==> config.mk <==
export PLATFORM = sky130hd
export DESIGN_NAME = a1339_multi_reader
export DESIGN_NICKNAME = d
export VERILOG_FILES = /design/src/rtl/a1339_multi_reader.sv
export SDC_FILE = /design/constraint.sdc
export NUM_CORES = 2
export LEC_CHECK = 0
export BUFFER_PORTS_ARGS = -buffer_cell sky130_fd_sc_hd__buf_2
export CAP_MARGIN = 20
export CORE_MARGIN = 2
export CORE_UTILIZATION = 50
export DETAILED_ROUTE_END_ITERATION = 8
export GPL_TIMING_DRIVEN = 0
export PLACE_DENSITY = 0.67
export SETUP_SLACK_MARGIN = 0.3
export SYNTH_ARGS = -nofsm -noshare
export SYNTH_HDL_FRONTEND = slang
export SYNTH_SLANG_ARGS = --single-unit
==> constraint.sdc <==
create_clock -name clock -period 9.08 [get_ports clock]
set_input_delay 0.908 -clock clock [delete_from_list [all_inputs] [get_ports clock]]
set_output_delay 0.908 -clock clock [all_outputs]
set_load 0.03 [all_outputs]
==> src/rtl/a1339_multi_reader.sv <==
// Round-robin poller for up to 16 A1339 angle sensors on one SPI master.
// Tracks multi-turn position, averages samples and keeps per-sensor error counts.
module a1339_multi_reader #(
    parameter int          NUMBER_OF_SENSORS = 4,
    parameter int          AVG_LOG2          = 3,
    parameter int          TIMEOUT_CYCLES    = 4096,
    parameter logic [19:0] ANGLE_CMD         = 20'h20009,
    parameter logic [19:0] TURNS_CMD         = 20'h2C001
) (
    input  logic                         clock,
    input  logic                         reset_n,
    input  logic [NUMBER_OF_SENSORS-1:0] sensor_enable,
    input  logic                         zero_offset,
    input  logic [3:0]                   sensor_sel,
    output logic [31:0]                  rd_angle_raw,
    output logic [31:0]                  rd_angle_abs,
    output logic [31:0]                  rd_rev_counter,
    output logic [15:0]                  rd_crc_errors,
    output logic [15:0]                  rd_timeouts,
    output logic                         update_valid,
    output logic [3:0]                   update_sensor,
    output logic [19:0]                  spi_di,
    output logic                         spi_wren,
    input  logic                         spi_do_valid,
    input  logic [19:0]                  spi_do,
    output logic [NUMBER_OF_SENSORS-1:0] spi_ss_n,
    input  logic                         spi_ssel
);

    localparam int N  = NUMBER_OF_SENSORS;
    localparam int CW = AVG_LOG2 + 1;
    localparam int TW = $clog2(TIMEOUT_CYCLES + 1);
    localparam logic [CW-1:0] NAVG = CW'(2 ** AVG_LOG2);
    localparam logic [TW-1:0] TMAX = TW'(TIMEOUT_CYCLES - 1);

    typedef enum logic [2:0] {
        S_IDLE, S_NEXT, S_CMD, S_WAIT_CMD,
        S_DATA, S_WAIT_DATA, S_CHECK, S_UPDATE
    } state_t;

    state_t state_q, state_d;
    logic [3:0]    idx_q, idx_d;
    logic [19:0]   di_q, di_d;
    logic          turns_q, turns_d;
    logic [19:0]   data_q, data_d;
    logic [TW-1:0] tmo_q, tmo_d;

    logic [11:0] raw_q [N];
    logic [11:0] raw_d [N];
    logic [11:0] prev_q [N];
    logic [11:0] prev_d [N];
    logic [31:0] trn_q [N];
    logic [31:0] trn_d [N];
    logic [31:0] off_q [N];
    logic [31:0] off_d [N];
    logic [31:0] acc_q [N];
    logic [31:0] acc_d [N];
    logic [CW-1:0] cnt_q [N];
    logic [CW-1:0] cnt_d [N];
    logic [31:0] abs_q [N];
    logic [31:0] abs_d [N];
    logic [15:0] crc_q [N];
    logic [15:0] crc_d [N];
    logic [15:0] to_q [N];
    logic [15:0] to_d [N];
    logic [N-1:0] init_q, init_d;

    function automatic logic [3:0] crc4(input logic [15:0] d);
        logic [3:0] c;
        c = 4'hF;
        for (int i = 15; i >= 0; i--)
            c = {c[2:0], 1'b0} ^ ((c[3] ^ d[i]) ? 4'h3 : 4'h0);
        return c;
    endfunction

    // Next enabled sensor after the current one, wrapping around
    logic        found;
    logic [3:0]  nxt_idx;
    logic        nxt_init;
    logic [4:0]  sj;
    logic [15:0] en_ext;
    logic [15:0] init_ext;

    always_comb begin
        found    = 1'b0;
        nxt_idx  = idx_q;
        sj       = '0;
        en_ext   = 16'(sensor_enable);
        init_ext = 16'(init_q);
        for (int i = 1; i <= N; i++) begin
            sj = {1'b0, idx_q} + 5'(i);
            if (sj >= 5'(N))
                sj = sj - 5'(N);
            if (!found && en_ext[sj[3:0]]) begin
                found   = 1'b1;
                nxt_idx = sj[3:0];
            end
        end
        nxt_init = init_ext[nxt_idx];
    end

    logic [15:0]        dat;
    logic [11:0]        raw;
    logic               crc_ok;
    logic               waiting;
    logic               timeout;
    logic [31:0]        cur_trn;
    logic [11:0]        cur_prev;
    logic [31:0]        cur_off;
    logic [31:0]        cur_acc;
    logic [CW-1:0]      cur_cnt;
    logic signed [12:0] delta;
    logic [31:0]        new_trn;
    logic [31:0]        sample;
    logic signed [31:0] acc_sum;
    logic [CW-1:0]      cnt_inc;
    logic               publish;

    assign dat    = data_q[19:4];
    assign raw    = dat[11:0];
    assign crc_ok = crc4(dat) == data_q[3:0];

    always_comb begin
        cur_trn  = '0;
        cur_prev = '0;
        cur_off  = '0;
        cur_acc  = '0;
        cur_cnt  = '0;
        for (int k = 0; k < N; k++) begin
            if (4'(k) == idx_q) begin
                cur_trn  = trn_q[k];
                cur_prev = prev_q[k];
                cur_off  = off_q[k];
                cur_acc  = acc_q[k];
                cur_cnt  = cnt_q[k];
            end
        end
        delta = $signed({1'b0, raw}) - $signed({1'b0, cur_prev});
        if (delta > 13'sd2047)
            new_trn = cur_trn - 32'd1;
        else if (delta < -13'sd2048)
            new_trn = cur_trn + 32'd1;
        else
            new_trn = cur_trn;
        sample  = {new_trn[19:0], 12'h000} + {20'h0, raw} - cur_off;
        acc_sum = $signed(cur_acc + sample);
        cnt_inc = cur_cnt + CW'(1);
        publish = cnt_inc == NAVG;
    end

    assign waiting = (state_q == S_WAIT_CMD) || (state_q == S_WAIT_DATA);
    assign timeout = waiting && !spi_do_valid && (tmo_q == TMAX);

    always_ff @(posedge clock or negedge reset_n) begin
        if (!reset_n)
            state_q <= S_IDLE;
        else
            state_q <= state_d;
    end

    always_comb begin
        state_d = state_q;
        unique case (state_q)
            S_IDLE:      if (|sensor_enable) state_d = S_NEXT;
            S_NEXT:      state_d = found ? S_CMD : S_IDLE;
            S_CMD:       state_d = S_WAIT_CMD;
            S_WAIT_CMD:
                if (spi_do_valid)  state_d = S_DATA;
                else if (timeout)  state_d = S_NEXT;
            S_DATA:      state_d = S_WAIT_DATA;
            S_WAIT_DATA:
                if (spi_do_valid)  state_d = S_CHECK;
                else if (timeout)  state_d = S_NEXT;
            S_CHECK:     state_d = crc_ok ? S_UPDATE : S_NEXT;
            S_UPDATE:    state_d = S_NEXT;
            default:     state_d = S_IDLE;
        endcase
    end

    always_comb begin
        spi_wren      = (state_q == S_CMD) || (state_q == S_DATA);
        update_valid  = (state_q == S_UPDATE) && !turns_q && publish;
        update_sensor = idx_q;
        spi_di        = di_q;
        for (int k = 0; k < N; k++)
            spi_ss_n[k] = (waiting || spi_wren) && (4'(k) == idx_q)
                          ? spi_ssel : 1'b1;
    end

    always_comb begin
        idx_d   = idx_q;
        di_d    = di_q;
        turns_d = turns_q;
        data_d  = data_q;
        tmo_d   = waiting ? tmo_q + TW'(1) : '0;
        if (state_q == S_NEXT && found) begin
            idx_d   = nxt_idx;
            turns_d = !nxt_init;
            di_d    = nxt_init ? ANGLE_CMD : TURNS_CMD;
        end
        if (state_q == S_WAIT_DATA && spi_do_valid)
            data_d = spi_do;
    end

    always_comb begin
        init_d = init_q;
        for (int k = 0; k < N; k++) begin
            raw_d[k]  = raw_q[k];
            prev_d[k] = prev_q[k];
            trn_d[k]  = trn_q[k];
            off_d[k]  = off_q[k];
            acc_d[k]  = acc_q[k];
            cnt_d[k]  = cnt_q[k];
            abs_d[k]  = abs_q[k];
            crc_d[k]  = crc_q[k];
            to_d[k]   = to_q[k];
        end
        for (int k = 0; k < N; k++) begin
            if (4'(k) == idx_q) begin
                if (state_q == S_UPDATE && turns_q) begin
                    trn_d[k]  = {{20{raw[11]}}, raw};
                    prev_d[k] = '0;
                    init_d[k] = 1'b1;
                end
                if (state_q == S_UPDATE && !turns_q) begin
                    trn_d[k]  = new_trn;
                    prev_d[k] = raw;
                    raw_d[k]  = raw;
                    if (publish) begin
                        abs_d[k] = 32'(acc_sum >>> AVG_LOG2);
                        acc_d[k] = '0;
                        cnt_d[k] = '0;
                    end else begin
                        acc_d[k] = acc_sum;
                        cnt_d[k] = cnt_inc;
                    end
                end
                if (state_q == S_CHECK && !crc_ok && crc_q[k] != 16'hFFFF)
                    crc_d[k] = crc_q[k] + 16'd1;
                if (timeout) begin
                    init_d[k] = 1'b0;
                    if (to_q[k] != 16'hFFFF)
                        to_d[k] = to_q[k] + 16'd1;
                end
            end
            // Zeroing sees this cycle's freshly tracked turns/prev
            if (zero_offset) begin
                off_d[k] = {trn_d[k][19:0], 12'h000} + {20'h0, prev_d[k]};
                acc_d[k] = '0;
                cnt_d[k] = '0;
            end
        end
    end

    always_ff @(posedge clock or negedge reset_n) begin
        if (!reset_n) begin
            idx_q   <= '0;
            di_q    <= '0;
            turns_q <= 1'b0;
            data_q  <= '0;
            tmo_q   <= '0;
            init_q  <= '0;
            for (int k = 0; k < N; k++) begin
                raw_q[k]  <= '0;
                prev_q[k] <= '0;
                trn_q[k]  <= '0;
                off_q[k]  <= '0;
                acc_q[k]  <= '0;
                cnt_q[k]  <= '0;
                abs_q[k]  <= '0;
                crc_q[k]  <= '0;
                to_q[k]   <= '0;
            end
        end else begin
            idx_q   <= idx_d;
            di_q    <= di_d;
            turns_q <= turns_d;
            data_q  <= data_d;
            tmo_q   <= tmo_d;
            init_q  <= init_d;
            for (int k = 0; k < N; k++) begin
                raw_q[k]  <= raw_d[k];
                prev_q[k] <= prev_d[k];
                trn_q[k]  <= trn_d[k];
                off_q[k]  <= off_d[k];
                acc_q[k]  <= acc_d[k];
                cnt_q[k]  <= cnt_d[k];
                abs_q[k]  <= abs_d[k];
                crc_q[k]  <= crc_d[k];
                to_q[k]   <= to_d[k];
            end
        end
    end

    always_comb begin
        rd_angle_raw   = '0;
        rd_angle_abs   = '0;
        rd_rev_counter = '0;
        rd_crc_errors  = '0;
        rd_timeouts    = '0;
        for (int k = 0; k < N; k++) begin
            if (4'(k) == sensor_sel) begin
                rd_angle_raw   = {20'h0, raw_q[k]};
                rd_angle_abs   = abs_q[k];
                rd_rev_counter = trn_q[k];
                rd_crc_errors  = crc_q[k];
                rd_timeouts    = to_q[k];
            end
        end
    end

endmodule

; After elaboration in Yosys (flattened, before gate mapping)
; Index checks and enable logic that the tools add are counted.
[totals]
reg_bits = 805
input_bits = 33
output_inout_bits = 158
wordCells = 352
[op_classes]
add_sub_neg = 28
n_lt_le_gt_ge = 11
eq_ne = 25
muxes = 139
bitwise_logic = 31
n_reduce_logical = 68
[op_table]
columns = cell, count
row1 = 32-bit two-way mux, 43
row2 = 12-bit two-way mux, 17
row3 = 32-bit by 12-bit adder with 32-bit output, 5
row4 = 16-bit two-way mux, 9
row5 = "16-bit by 1-bit adder with 16-bit output, second input constant", 8
row6 = "16-bit != test, second input constant", 8
row7 = 4-bit two-way mux, 22
row8 = 20-bit two-way mux, 4
row9 = 4-bit by 2-bit bitwise XOR with 4-bit output, 15
row10 = 2-bit AND reduction, 20
row11 = 2-bit two-way mux, 17
row12 = "32-bit by 1-bit adder with 32-bit output, second input constant", 1
row13 = 32-bit adder, 1
row14 = "32-bit by 1-bit subtractor with 32-bit output, second input constant", 1
row15 = 32-bit subtractor, 1
row16 = "4-bit by 5-bit less-than comparator with 1-bit output, second input constant", 5
row17 = 3-bit one-hot mux with 8 select lines, 1
row18 = 3-bit AND reduction, 8
row19 = 1-bit binary-select mux with 4-bit select, 5
row20 = "5-bit by 3-bit >= comparator with 1-bit output, second input constant", 4
row21 = 1-bit logical AND, 19
row22 = "2-bit by 4-bit equality test with 1-bit output, first input constant", 4
row23 = "4-bit by 3-bit subtractor with 4-bit output, second input constant", 4
row24 = 1-bit two-way mux, 15
row25 = 26 further kinds, 65

; Logic depth before layout (Yosys ltp)
[logic_depth]
word_depth = 52
mapped_depth = 36
ltp_nobuf = 29

; Least setup slack after synthesis
; No wires, ideal clock.
[synth_timing]
path_type = flip-flop to flip-flop
start = reg idx_q[0], in the netlist update_sensor[0]
end = reg abs_q[26] (netlist bit)
setup_ps = 139
arrival_time_ps = 7872
required_ps = 8941
path_slack_ps = 1069
path_stages_with_launch = 36
n_path_buf = 9
synth_period_minus_slack_ps = 8011
cell_sequence = dfrtp_1 -> clkbuf_1 -> inv_1 -> ha_1 -> buf_4 -> buf_2 -> buf_2 -> buf_2 -> nand2_1 -> clkbuf_1 -> clkbuf_1 -> nor2_1 -> nor3_1 -> a21oi_1 -> ha_1 -> and3_1 -> o211ai_1 -> a31oi_1 -> o211a_1 -> a21o_1 -> clkbuf_1 -> clkbuf_1 -> nor2_1 -> xnor2_1 -> fa_1 -> ha_1 -> a21o_1 -> a21o_1 -> a221oi_1 -> o311ai_0 -> a31o_2 -> a31o_2 -> a41o_1 -> a21oi_1 -> xor2_1 -> o21ai_0
[synth_via]
elab_chain_cells = 12
word_cells_on_any_way = 37
cone_classes = 7 x add/sub / 2 x order compare / 4 x eq/ne / 22 x mux / 2 x reduce/logical
[synth_lines]
columns = element, line_no
row1 = start: declaration, 42  ; logic [3:0] idx_q, idx_d;
row2 = start signal: assignment, 275  ; idx_q <= idx_d;
row3 = 4-bit logical NOT, 130  ; if (4'(k) == idx_q) begin
row4 = 12-bit two-way mux (4 in series), 130
row5 = 12-bit by 12-bit subtractor with 13-bit output, 138  ; delta = $signed({1'b0, raw}) - $signed({1'b0, cur_prev});
row6 = 13-bit by 12-bit less-than comparator with 1-bit output, 141  ; else if (delta < -13'sd2048)
row7 = 32-bit two-way mux, 141
row8 = 32-bit two-way mux, 139  ; if (delta > 13'sd2047)
row9 = 32-bit by 12-bit adder with 32-bit output, 145  ; sample = {new_trn[19:0], 12'h000} + {20'h0, raw} - cur_off;
row10 = 32-bit subtractor, 145
row11 = 32-bit adder, 146  ; acc_sum = $signed(cur_acc + sample);
row12 = end signal: indexed assignment, 288  ; abs_q[k] <= abs_d[k];
row13 = end: declaration, 60  ; logic [31:0] abs_q [N];
; Several ways; a longest one is shown, not always the timed one.
; A chain may end at the register's enable or synchronous reset.

; Final worst setup path
[layout_timing]
start = reg idx_q[2], in the netlist update_sensor[2]
end = reg abs_q[60] (netlist name)
[layout_via]
elab_chain_cells = 12
word_cells_on_any_way = 37
cone_classes = 7 x add/sub / 2 x order compare / 4 x eq/ne / 22 x mux / 2 x reduce/logical
[layout_lines]
columns = element, line_no
row1 = 4-bit logical NOT, 130
row2 = 12-bit two-way mux (4 in series), 130
row3 = 12-bit by 12-bit subtractor with 13-bit output, 138
row4 = 13-bit by 12-bit less-than comparator with 1-bit output, 141
row5 = 32-bit two-way mux, 141
row6 = 32-bit two-way mux, 139
row7 = 32-bit by 12-bit adder with 32-bit output, 145
row8 = 32-bit subtractor, 145
row9 = 32-bit adder, 146
; Several ways; a longest one is shown, not always the timed one.

==> impl_metrics.env <==
export IMPL_worstSetupPathType="reg2reg"
export IMPL_clk_latency_ps=660
export IMPL_wl_um=167000
export IMPL_dieArea_um2=85000
export IMPL_die_h_um=292
export IMPL_synth_area_leaders="dfrtp_1 48%, nand2_1 4.7%, o21ai_0 4.6%, mux2_2 3.5%, xnor2_1 3.0%"
export IMPL_worst_pin_slew_ps=1240
export IMPL_cts_buffers=90
export IMPL_synth_warning_count=0
export IMPL_cp_required_ps=9560
export IMPL_status="completed"
export IMPL_grt_start_max_net_pins=123
export IMPL_initial_core_util_pct=50.4
export IMPL_final_antenna_net_count=0
export IMPL_cp_slowest_cell="dfrtp_2"
export IMPL_yosysTopAreaCell="dfrtp_1"
export IMPL_fillers=7118
export IMPL_grt_pass1_vias=36201
export IMPL_finalMaxSlewViolations=0
export IMPL_regArea_um2=19700
export IMPL_rows=105
export IMPL_final_util_pct=58.6
export IMPL_io_pins=191
export IMPL_areaGrowthSynthToFinish_pct=16.2
export IMPL_synthArstFlopShare_pct=100
export IMPL_multi_input_area_um2=20400
export IMPL_vias=37914
export IMPL_layout_drive_gt1_share_pct=14.4
export IMPL_routed_via_density=6.62
export IMPL_hold_class="in2async"
export IMPL_synth_cell_area_um2=41400
export IMPL_finalClockSkew_ps=24.1
export IMPL_portBuffers=154
export IMPL_cts_max_path_buffers=3
export IMPL_synth_cells=4253
export IMPL_diodes=0
export IMPL_ff2ff_setup_slack_ps=360
export IMPL_drc=0
export IMPL_synth_top_area_share_pct=47.6
export IMPL_start_kind="register"
export IMPL_ff2ff_path_depth=32
export IMPL_r2r_start="update_sensor[2]"
export IMPL_clock_sinks=787
export IMPL_root_buffer="clkbuf_16"
export IMPL_end_kind="register"
export IMPL_yosysUniqueCellTypes=82
export IMPL_synth_edf_count=0
export IMPL_drt_first_iter_violations=5105
export IMPL_ys_flop_type="dfrtp_1"
export IMPL_r2r_end="abs_q[60]"
export IMPL_wl_per_cell_um=29.2
export IMPL_worst_path_buf_inv=8
export IMPL_ys_seq_elements=787
export IMPL_gp_congestion=1.03
export IMPL_setup_viol=0
export IMPL_max_slew_margin_pct=16.8
export IMPL_rsz0062_at_grt="yes"
export IMPL_crit_family="compound AO/OA/AOI/OAI gates"
export IMPL_nNetsFinal=4724
export IMPL_fmax_mhz=115
export IMPL_crit_arrival_ps=9200
export IMPL_avgSynthCellArea_um2=9.72
export IMPL_coreArea_um2=82000
export IMPL_fin_crit_ps=8720
export IMPL_die_w_um=292
export IMPL_finalCritPeriodShare_pct=96.1
export IMPL_grt_pass1_wl_um=242000
export IMPL_ys_seq_area_share_pct=47.6
export IMPL_hpwl_um=120000
export IMPL_grt_usage_pct=38.6
export IMPL_drv_cap=0
export IMPL_fin_tns_setup_ps=0
export IMPL_antenna_found_initial=5
export IMPL_worstPathMaxFanout=10
export IMPL_cp_slowest_stage_delay_ps=480
export IMPL_path_clk_slew_ps=60
export IMPL_grt_ovfl_total=0
export IMPL_first_pass_iters=6
export IMPL_hold_viol_final=0
export IMPL_cts_max_level=3
export IMPL_cts_tree="built"
-- per-stage QoR --
stage	cell area, um^2	instances	worst slack (ps)	hold slack (ps)
4_1_cts	47800	5708	319	152
6_report	48000	5725	359	154
2_1_floorplan	41500	4287	1070	449
5_1_grt	48000	5725	288	184
3_3_place_gp	43600	5511	-10060	458
3_5_place_dp	44000	5533	-3690	464
-- flip-flops by register name, indices dropped and copies added, names as in the netlist, 13 cells and up --
| signal | flops |
|---|---|
| raw_q | 48 |
| off_q | 128 |
| cnt_q | 16 |
| acc_q | 128 |
| tmo_q | 13 |
| abs_q | 116 |
| crc_q | 64 |
| to_q | 64 |
| data_q | 20 |
| prev_q | 48 |
| trn_q | 128 |
-- area by class of cell --
cell class / instances / area share [%]
Multi-Input combinational cell: 3071 / 42.4
Buffer: 330 / 3.58
Clock inverter: 36 / 0.984
Sequential cell: 787 / 41.0
Inverter: 99 / 0.773
Clock buffer: 124 / 5.37
Timing Repair Buffer: 208 / 3.13
Tap cell: 1070 / 2.79
-- cells in the final DEF (no fill, tap or decap), types with 91 or more instances in the layout --
cell type	synthesis	layout
clkbuf_1	235	219
dfrtp_1	787	784
xnor2_1	142	133
nor2_1	256	253
mux2_2	130	130
a21oi_1	246	239
a221o_1	119	119
clkbuf_16	0	91
nand2_1	523	520
a21o_1	112	112
inv_1	98	96
buf_2	19	167
nand3_1	162	162
o21ai_0	379	374
-- cell usage after synthesis (all sizes together) (11+ instances only) --
library cell and n:
a211oi 25, a21o 112, a21oi 249, a221o 119
a221oi 88, a22o 83, a22oi 15, a31oi 38
a32oi 17, and2 26, and3 48, buf 94
clkbuf 236, dfrtp 787, fa 32, ha 72
inv 99, mux2 130, mux2i 42, nand2 523
nand2b 24, nand3 162, nand3b 19, nand4 34
nor2 256, nor2b 15, nor3 81, nor4 14
o21ai 385, o221ai 11, o22ai 41, o31ai 15
or3 19, xnor2 142, xor2 81
-- what timing repair did --
item,in CTS,in global routing
hold endpoints to repair,0,0
gates resized for setup,154,36
endpoints found under the setup margin,356,122
pin swaps,12,10
buffers inserted,15,13
hold buffers,0,0
-- cell families (layout without fill, tap and decap cells) --
group	after synthesis	in the layout	share of synthesized area, %
buffers and inverters	429	797	4.44
and+or+nand+nor	1267	1267	14.1
DFF	787	787	47.6
adders and majority gates	104	104	3.73
AOI/OAI and AO/OA	1262	1262	20.4
xor gates and xnor gates	228	228	5.00
muxes	175	175	4.72
other	1	35	0.00907
-- layer usage --
layer	global-route usage, %	up-vias	part of all wire [%]
met2	56.8	2449	43
met5	0	-	0.024
met1	51.9	18903	39
li1	-	15977	-
met3	8.99	579	11
met4	23.2	6	7.2
-- worst max-delay path by stage --
stage | startpoint | to | slack [ps] | cells past startpoint
floorplan | update_sensor[0] | abs_q[26] | 1070 | 35
global placement | reset_n | abs_q[53] | -10060 | 1
detailed placement | update_sensor[2] | acc_q[61] | -3690 | 31
CTS | update_sensor[0] | acc_q[92] | 320 | 36
global route | update_sensor[2] | abs_q[90] | 290 | 34
finish | update_sensor[2] | abs_q[60] | 360 | 32
Power is left out: the tool's default activity adds up to more than one toggle a clock period on the data nets, which glitch-free logic cannot reach.
